[src/rtl/ioctl_sdram_pkg.sv]
// rtl/ioctl_sdram_pkg.sv - shared entry type, byte-enable codes and FSM states for the SDRAM writer
package ioctl_sdram_pkg;

    typedef struct packed {
        logic [23:0] addr;
        logic [15:0] data;
        logic [1:0]  be;
    } entry_t;

    localparam int ENTRY_W = $bits(entry_t);

    localparam logic [1:0] BE_LO   = 2'b01;
    localparam logic [1:0] BE_HI   = 2'b10;
    localparam logic [1:0] BE_WORD = 2'b11;

    typedef enum logic {
        IDLE,
        REQ
    } state_e;

endpackage

[src/rtl/ioctl_sdram_writer_if.sv]
// rtl/ioctl_sdram_writer_if.sv - SDRAM write request/acknowledge bus
interface ioctl_sdram_writer_if;
    logic        mem_req;
    logic [23:0] mem_addr;
    logic [15:0] mem_din;
    logic [1:0]  mem_be;
    logic        mem_ack;

    modport master (output mem_req, mem_addr, mem_din, mem_be, input mem_ack);
    modport slave  (input mem_req, mem_addr, mem_din, mem_be, output mem_ack);
endinterface

[src/rtl/ioctl_word_fifo.sv]
// rtl/ioctl_word_fifo.sv - single-clock word FIFO; pushes while full are discarded
module ioctl_word_fifo
    import ioctl_sdram_pkg::*;
#(
    parameter int DEPTH = 4
) (
    input  logic   clk,
    input  logic   reset,
    input  logic   push,
    input  entry_t push_data,
    input  logic   pop,
    output entry_t pop_data,
    output logic   full,
    output logic   empty
);
    localparam int AW = $clog2(DEPTH);
    localparam logic [AW-1:0] PTR_ONE = 1;
    localparam logic [AW:0]   CNT_ONE = 1;
    localparam logic [AW:0]   CNT_MAX = DEPTH[AW:0];

    entry_t        mem_q [DEPTH];
    logic [AW-1:0] wr_ptr_q, wr_ptr_d, rd_ptr_q, rd_ptr_d;
    logic [AW:0]   count_q, count_d;
    logic          do_push, do_pop;

    assign full     = (count_q == CNT_MAX);
    assign empty    = (count_q == '0);
    assign pop_data = mem_q[rd_ptr_q];
    assign do_push  = push & ~full;
    assign do_pop   = pop & ~empty;

    always_comb begin
        wr_ptr_d = wr_ptr_q;
        rd_ptr_d = rd_ptr_q;
        count_d  = count_q;
        if (do_push) wr_ptr_d = wr_ptr_q + PTR_ONE;
        if (do_pop)  rd_ptr_d = rd_ptr_q + PTR_ONE;
        if (do_push && !do_pop)      count_d = count_q + CNT_ONE;
        else if (do_pop && !do_push) count_d = count_q - CNT_ONE;
    end

    always_ff @(posedge clk) begin
        if (reset) begin
            wr_ptr_q <= '0;
            rd_ptr_q <= '0;
            count_q  <= '0;
        end else begin
            wr_ptr_q <= wr_ptr_d;
            rd_ptr_q <= rd_ptr_d;
            count_q  <= count_d;
        end
    end

    always_ff @(posedge clk) begin
        if (do_push) mem_q[wr_ptr_q] <= push_data;
    end
endmodule

[src/rtl/ioctl_sdram_writer.sv]
// rtl/ioctl_sdram_writer.sv - packs ioctl download bytes into 16-bit SDRAM writes with byte enables
// Optional IOCTL_SDRAM_CHECKSUM_EN adds a 16-bit running sum of accepted bytes.
module ioctl_sdram_writer
    import ioctl_sdram_pkg::*;
#(
    parameter int          FIFO_DEPTH = 4,
    parameter logic [5:0]  INDEX      = 6'd0,
    parameter bit          INDEX_ANY  = 1'b1,
    parameter logic [23:0] ADDR_BASE  = 24'd0
) (
    input  logic                        clk_sys,
    input  logic                        reset,
    input  logic                        ioctl_download,
    input  logic [7:0]                  ioctl_index,
    input  logic                        ioctl_wr,
    input  logic [24:0]                 ioctl_addr,
    input  logic [7:0]                  ioctl_dout,
    ioctl_sdram_writer_if.master        mem,
    output logic                        rom_loading,
    output logic                        load_done,
    output logic                        overflow
`ifdef IOCTL_SDRAM_CHECKSUM_EN
    ,
    output logic [15:0]                 checksum
`endif
);
    logic        dl_q, dl_d;
    logic        pend_v_q, pend_v_d;
    logic [23:0] pend_addr_q, pend_addr_d;
    logic [7:0]  pend_data_q, pend_data_d;
    logic        side_v_q, side_v_d;
    entry_t      side_q, side_d;
    state_e      state_q, state_d;
    entry_t      out_q, out_d;
    logic        req_q, req_d;
    logic        rom_q, rom_d;
    logic        done_q, done_d;
    logic        ovf_q, ovf_d;

    logic        rise, fall, accept, pend_live, push, pop, full, empty;
    logic [23:0] waddr;
    entry_t      push_data, head;
    logic        unused_idx;

    assign unused_idx = ^ioctl_index[7:6];

    ioctl_word_fifo #(.DEPTH(FIFO_DEPTH)) u_fifo (
        .clk       (clk_sys),
        .reset     (reset),
        .push      (push),
        .push_data (push_data),
        .pop       (pop),
        .pop_data  (head),
        .full      (full),
        .empty     (empty)
    );

    always_comb begin
        rise      = ioctl_download & ~dl_q;
        fall      = ~ioctl_download & dl_q;
        accept    = ioctl_wr & ioctl_download & (INDEX_ANY | (ioctl_index[5:0] == INDEX));
        waddr     = ioctl_addr[24:1] + ADDR_BASE;
        // A restarted download forgets any half-built word from the previous one.
        pend_live = pend_v_q & ~rise;

        dl_d        = ioctl_download;
        pend_v_d    = pend_live;
        pend_addr_d = pend_addr_q;
        pend_data_d = pend_data_q;
        side_v_d    = 1'b0;
        side_d      = side_q;
        push        = 1'b0;
        push_data   = '0;

        // The side slot is only ever loaded on a strobe cycle, so it never collides with one.
        if (side_v_q) begin
            push      = 1'b1;
            push_data = side_q;
        end

        if (accept) begin
            if (!ioctl_addr[0]) begin
                if (pend_live) begin
                    push      = 1'b1;
                    push_data = '{pend_addr_q, {8'h00, pend_data_q}, BE_LO};
                end
                pend_v_d    = 1'b1;
                pend_addr_d = waddr;
                pend_data_d = ioctl_dout;
            end else if (pend_live && pend_addr_q == waddr) begin
                push      = 1'b1;
                push_data = '{waddr, {ioctl_dout, pend_data_q}, BE_WORD};
                pend_v_d  = 1'b0;
            end else if (pend_live) begin
                push      = 1'b1;
                push_data = '{pend_addr_q, {8'h00, pend_data_q}, BE_LO};
                pend_v_d  = 1'b0;
                side_v_d  = 1'b1;
                side_d    = '{waddr, {ioctl_dout, 8'h00}, BE_HI};
            end else begin
                push      = 1'b1;
                push_data = '{waddr, {ioctl_dout, 8'h00}, BE_HI};
            end
        end else if (fall && pend_v_q) begin
            push      = 1'b1;
            push_data = '{pend_addr_q, {8'h00, pend_data_q}, BE_LO};
            pend_v_d  = 1'b0;
        end

        ovf_d = rise ? 1'b0 : ovf_q;
        if (push && full) ovf_d = 1'b1;

        state_d = state_q;
        out_d   = out_q;
        req_d   = req_q;
        pop     = 1'b0;
        case (state_q)
            IDLE: if (!empty) begin
                pop     = 1'b1;
                out_d   = head;
                req_d   = 1'b1;
                state_d = REQ;
            end
            REQ: if (mem.mem_ack) begin
                if (!empty) begin
                    pop   = 1'b1;
                    out_d = head;
                end else begin
                    req_d   = 1'b0;
                    state_d = IDLE;
                end
            end
            default: state_d = IDLE;
        endcase

        rom_d  = rom_q;
        done_d = 1'b0;
        if (rise) begin
            rom_d = 1'b1;
        end else if (rom_q && !ioctl_download && !pend_v_q && !side_v_q && empty && state_q == IDLE) begin
            rom_d  = 1'b0;
            done_d = 1'b1;
        end
    end

`ifdef IOCTL_SDRAM_CHECKSUM_EN
    logic [15:0] sum_q, sum_d;

    always_comb begin
        sum_d = rise ? 16'h0000 : sum_q;
        if (accept) sum_d = sum_d + {8'h00, ioctl_dout};
    end

    always_ff @(posedge clk_sys) begin
        if (reset) sum_q <= '0;
        else       sum_q <= sum_d;
    end

    assign checksum = sum_q;
`endif

    always_ff @(posedge clk_sys) begin
        if (reset) begin
            dl_q        <= 1'b0;
            pend_v_q    <= 1'b0;
            pend_addr_q <= '0;
            pend_data_q <= '0;
            side_v_q    <= 1'b0;
            side_q      <= '0;
            state_q     <= IDLE;
            out_q       <= '0;
            req_q       <= 1'b0;
            rom_q       <= 1'b0;
            done_q      <= 1'b0;
            ovf_q       <= 1'b0;
        end else begin
            dl_q        <= dl_d;
            pend_v_q    <= pend_v_d;
            pend_addr_q <= pend_addr_d;
            pend_data_q <= pend_data_d;
            side_v_q    <= side_v_d;
            side_q      <= side_d;
            state_q     <= state_d;
            out_q       <= out_d;
            req_q       <= req_d;
            rom_q       <= rom_d;
            done_q      <= done_d;
            ovf_q       <= ovf_d;
        end
    end

    assign mem.mem_req  = req_q;
    assign mem.mem_addr = out_q.addr;
    assign mem.mem_din  = out_q.data;
    assign mem.mem_be   = out_q.be;
    assign rom_loading  = rom_q;
    assign load_done    = done_q;
    assign overflow     = ovf_q;
endmodule

[src/flat_wrapper.sv]
// flat-port wrapper written by rule: the top's interface ports become plain ports
module ioctl_sdram_writer_flat import ioctl_sdram_pkg::*;
#(
    parameter int          FIFO_DEPTH = 4,
    parameter logic [5:0]  INDEX      = 6'd0,
    parameter bit          INDEX_ANY  = 1'b1,
    parameter logic [23:0] ADDR_BASE  = 24'd0
)
  (clk_sys, reset, ioctl_download, ioctl_index, ioctl_wr, ioctl_addr, ioctl_dout, rom_loading, load_done, overflow, mem_mem_req, mem_mem_addr, mem_mem_din, mem_mem_be, mem_mem_ack);
  ioctl_sdram_writer_if mem_i ();
  input  logic clk_sys;
  input  logic reset;
  input  logic ioctl_download;
  input  logic [7:0] ioctl_index;
  input  logic ioctl_wr;
  input  logic [24:0] ioctl_addr;
  input  logic [7:0] ioctl_dout;
  output logic rom_loading;
  output logic load_done;
  output logic overflow;
  output wire logic [$bits(mem_i.mem_req)-1:0] mem_mem_req;
  output wire logic [$bits(mem_i.mem_addr)-1:0] mem_mem_addr;
  output wire logic [$bits(mem_i.mem_din)-1:0] mem_mem_din;
  output wire logic [$bits(mem_i.mem_be)-1:0] mem_mem_be;
  input wire logic [$bits(mem_i.mem_ack)-1:0] mem_mem_ack;
  assign mem_mem_req = mem_i.mem_req;
  assign mem_mem_addr = mem_i.mem_addr;
  assign mem_mem_din = mem_i.mem_din;
  assign mem_mem_be = mem_i.mem_be;
  assign mem_i.mem_ack = mem_mem_ack;
  ioctl_sdram_writer #(.FIFO_DEPTH(FIFO_DEPTH), .INDEX(INDEX), .INDEX_ANY(INDEX_ANY), .ADDR_BASE(ADDR_BASE)) u_core (.clk_sys(clk_sys), .reset(reset), .ioctl_download(ioctl_download), .ioctl_index(ioctl_index), .ioctl_wr(ioctl_wr), .ioctl_addr(ioctl_addr), .ioctl_dout(ioctl_dout), .mem(mem_i), .rom_loading(rom_loading), .load_done(load_done), .overflow(overflow));
endmodule
[config.mk]
export PLATFORM = sky130hd
export DESIGN_NAME = ioctl_sdram_writer_flat
export DESIGN_NICKNAME = d
export VERILOG_FILES = /design/src/rtl/ioctl_sdram_pkg.sv /design/src/rtl/ioctl_sdram_writer_if.sv /design/src/rtl/ioctl_word_fifo.sv /design/src/rtl/ioctl_sdram_writer.sv /design/src/flat_wrapper.sv
export SDC_FILE = /design/constraint.sdc
export NUM_CORES = 1
export LEC_CHECK = 0
export BUFFER_PORTS_ARGS = -buffer_cell sky130_fd_sc_hd__buf_2
export CORE_ASPECT_RATIO = 1.25
export CORE_MARGIN = 1.5
export CORE_UTILIZATION = 25
export CTS_CLUSTER_SIZE = 14
export DETAILED_ROUTE_END_ITERATION = 6
export GPL_TIMING_DRIVEN = 1
export SLEW_MARGIN = 10
export SYNTH_ARGS = -nofsm -noshare
export SYNTH_HDL_FRONTEND = slang
export SYNTH_SLANG_ARGS = --single-unit
[constraint.sdc]
create_clock -name clk_sys -period 4.05 [get_ports clk_sys]
set_input_delay 0.81 -clock clk_sys [delete_from_list [all_inputs] [get_ports clk_sys]]
set_output_delay 0.81 -clock clk_sys [all_outputs]
set_load 0.02 [all_outputs]
==> results.md <==
- Final Hold Viols: 0
- Reg-to-Reg End: u_core.u_fifo.mem_q[0][10]
- Slowest stage cell, crit path: nor4_1
- CTS tree: yes
- Cells along the critical path: buf_2 > xor2_1 > nor4_1 > and4_1 > a31oi_2 > buf_4 > o21ai_0
- Largest net degree at the start of global routing: 57
- Slew @ Worst Pin: 1030 ps
- Min Tclk post-route: 2940 ps
- Gpl congestion: 0.766
- R2R depth: 6
- Clk_skew: 13.5 ps
- Final ANT Viol Nets: 0
- Cts hold-fix bufs: 0
- Dpl hpwl: approximately 19,000 um
- Nets: 1,163
- Number of clock sinks: 292
- Max Freq: 0.340 GHz
- Synth Warn #: 0
- Post-Synthesis Cells: 1,053
- Hold_sp: u_core.mem.mem_addr[2]
- Die Y: approximately 250 um
- Reg power frac: 0.474
- Predominant post-synthesis flop cell: edfxtp_1
- Routed WL per cell: 16.8 um
- TritonCTS Buffers: 27
- Buffers plus inverters on the worst setup path: 2
- Clock power frac: 0.315
- VDD IR max: 260 uV
- Worst-path clk slew: 60 ps
- Final slew viol count: 0
- Net Count, Synth: 1,105
- Comb power frac: 0.211
- Layout cells sized above 1: 0.178
- Final period util: 0.725
- Drt initial violations: ~440
- Max-Cap Viols: 0
- Grt ovf: 0
- Crit start category: primary input
- CTS Root Cell: clkbuf_16
- Int Pwr: between 5 and 6 mW
- Number of detailed-route iterations in the first pass: 5
- Pwr Density: 535 mW/mm^2
- # IOs: between 90 and 100
- Tot Pwr: ~7.6 mW
- Vias: between 8,000 and 9,000
- Most frequent cells in the layout: 246 x nand2_1, 168 x edfxtp_1, 122 x dfxtp_1
- Post-synth EDFFs: 168
- Starting Density: 0.253
- Die X-Extent: around 200 um
- Total Routing Usage GR: 0.116
- Crit Path Max Fanout: 20
- Final number of setup-violating endpoints: 0
- Setup Buffers After CTS: 0
- Top delay family on crit path: simple AND/OR/NAND/NOR gates
- H-tree levels: 1
- Lkg Pwr: 4.91 nW
- Hold path depth: 2
- Initial antenna violation count: 12
- Sequential share of the synthesized area: 0.616
- Most common cell after layout, fill and taps aside: nand2_1
- Total wire length: between 20,000 and 30,000 um
- Hold Crit Endpoint: u_core.mem.mem_addr[2]
- Area Overhead vs Synth: 15.9%
- Switching power: around 2.2 mW
- Crit path DAT: 3210 ps
- Synth cell types: 42
- Status: finished, final reports clean
- Fin Setup TNS: 0 ps
- Asr flop ratio synth: 0
- Critical Path End Type: flip-flop
- Port bufs: 83
- Slew headroom: 0.314
- Crit-path max cell delay: 540 ps
- Via-to-Cell Ratio: between 4 and 5
- Hold WC Path Type: flip-flop to flip-flop
- Die area: 0.0503 mm^2
- Core Region: about 0.048 mm^2
- Vias in the first global route: 7,900
- Crit path kind: primary input to flip-flop
- R2r startpoint: u_core.pend_addr_q[7]
- DR DRC count: 0
- Yosys reg bits: between 200 and 300
- Critical path required time: 4320 ps
- Average cell area after synthesis: 11.6 um^2
- Mapped Area: between 0.01 and 0.015 mm^2
- Number of gates resized after CTS: 0
- Clk buf depth: 3
- Clock Latency Late Sink: around 540 ps
- Row cnt: 90
- First-pass GRT wire length: 46,000 um
- Switching Fraction: 0.295
- R2r setup slk: 1160 ps
- RSZ-0062 raised after global routing: false
[power by group through the flow]
stage	clock network (mW)	registers, mW	logic [mW]
after floorplan	0	3.78	0.971
after global placement	0	3.65	1.63
after detailed placement	0	3.66	1.64
after CTS	2.45	3.60	1.65
after global routing	2.55	3.64	1.76
final	2.39	3.59	1.60
[worst min-delay path, cell delays in order, from the launching register on]
cell	delay, ps
dfxtp_1	310
nand2_1	50
a21oi_1	50
[synth_stat cells (all sizes together) (10+ instances only)]
cell / n / area, um^2
a21oi: 87 / 435
a2bb2oi: 32 / 280
and2: 13 / 81.3
buf: 27 / 134
clkbuf: 51 / 191
dfxtp: 124 / 2480
edfxtp: 168 / 5040
inv: 37 / 139
mux4: 42 / 946
nand2: 246 / 923
nor2: 24 / 90.1
nor3: 38 / 190
o211ai: 35 / 263
o21ai: 12 / 60.1
o311ai: 32 / 280
xnor2: 10 / 87.6
xor2: 19 / 166
[cell type report]
class                           count  area [um^2]
Inverter                           38          143
Antenna cell                        5         12.5
Clock buffer                       39          731
Sequential cell                   292         7530
Multi-Input combinational cell    645         4260
Clock inverter                     10         78.8
Tap cell                          644          806
Fill cell                        4856        34100
Timing Repair Buffer              107          611
[through the flow]
step           instance area (um^2)   util  setup slack, ps  hold WS (ps)  cells
2_1_floorplan                 12200      -              939           432   1053
3_3_place_gp                  13400  0.276              714           438   1726
3_5_place_dp                  13400  0.276              656           444   1726
4_1_cts                       14200  0.293             1230           452   1775
5_1_grt                       14200  0.293              942           468   1777
6_report                      14200  0.293             1110           449   1780
[registers in the layout, indices dropped and copies added (netlist names), 2 cells and up, named ones only]
signal and cells:
u_core.u_fifo.wr_ptr_q 2, u_core.pend_data_q 8, u_core.pend_addr_q 24, u_core.mem.mem_be 2
u_core.u_fifo.rd_ptr_q 2, u_core.u_fifo.mem_q 168, u_core.mem.mem_addr 24, u_core.side_q 33
u_core.u_fifo.count_q 3, u_core.mem.mem_din 16
[kinds of logic after synthesis]
group	after synthesis	synth area share
simple gates	354	0.122
flops	292	0.616
compound gates	212	0.118
buf+inv	116	0.0383
mux	44	0.0790
xor+xnor	29	0.0208
fa+ha+maj	6	0.00675
[per-layer routing]
layer,global-route usage,share of wire,routed length (um),up-vias
li1,-,-,-,3956
met1,0.140,0.41,12300,4089
met3,0.0262,0.060,1790,65
met4,0.0475,0.031,917,14
met2,0.201,0.50,14800,202
met5,0,0.0030,89,-
[how the worst max path moves through the flow]
| stage | slack (ps) | from | cells past startpoint | to |
|---|---|---|---|---|
| floorplan | 940 | ioctl_download | 5 | u_core.u_fifo.mem_q[0][0] |
| global placement | 710 | ioctl_addr[8] | 7 | u_core.u_fifo.mem_q[0][25] |
| detailed placement | 660 | ioctl_addr[8] | 7 | u_core.u_fifo.mem_q[0][25] |
| CTS | 1230 | ioctl_addr[8] | 7 | u_core.u_fifo.mem_q[2][25] |
| global route | 940 | ioctl_addr[8] | 7 | u_core.u_fifo.mem_q[0][10] |
| finish | 1110 | ioctl_addr[8] | 7 | u_core.u_fifo.mem_q[0][10] |
Note: power is estimated with default switching activity, not from simulation.
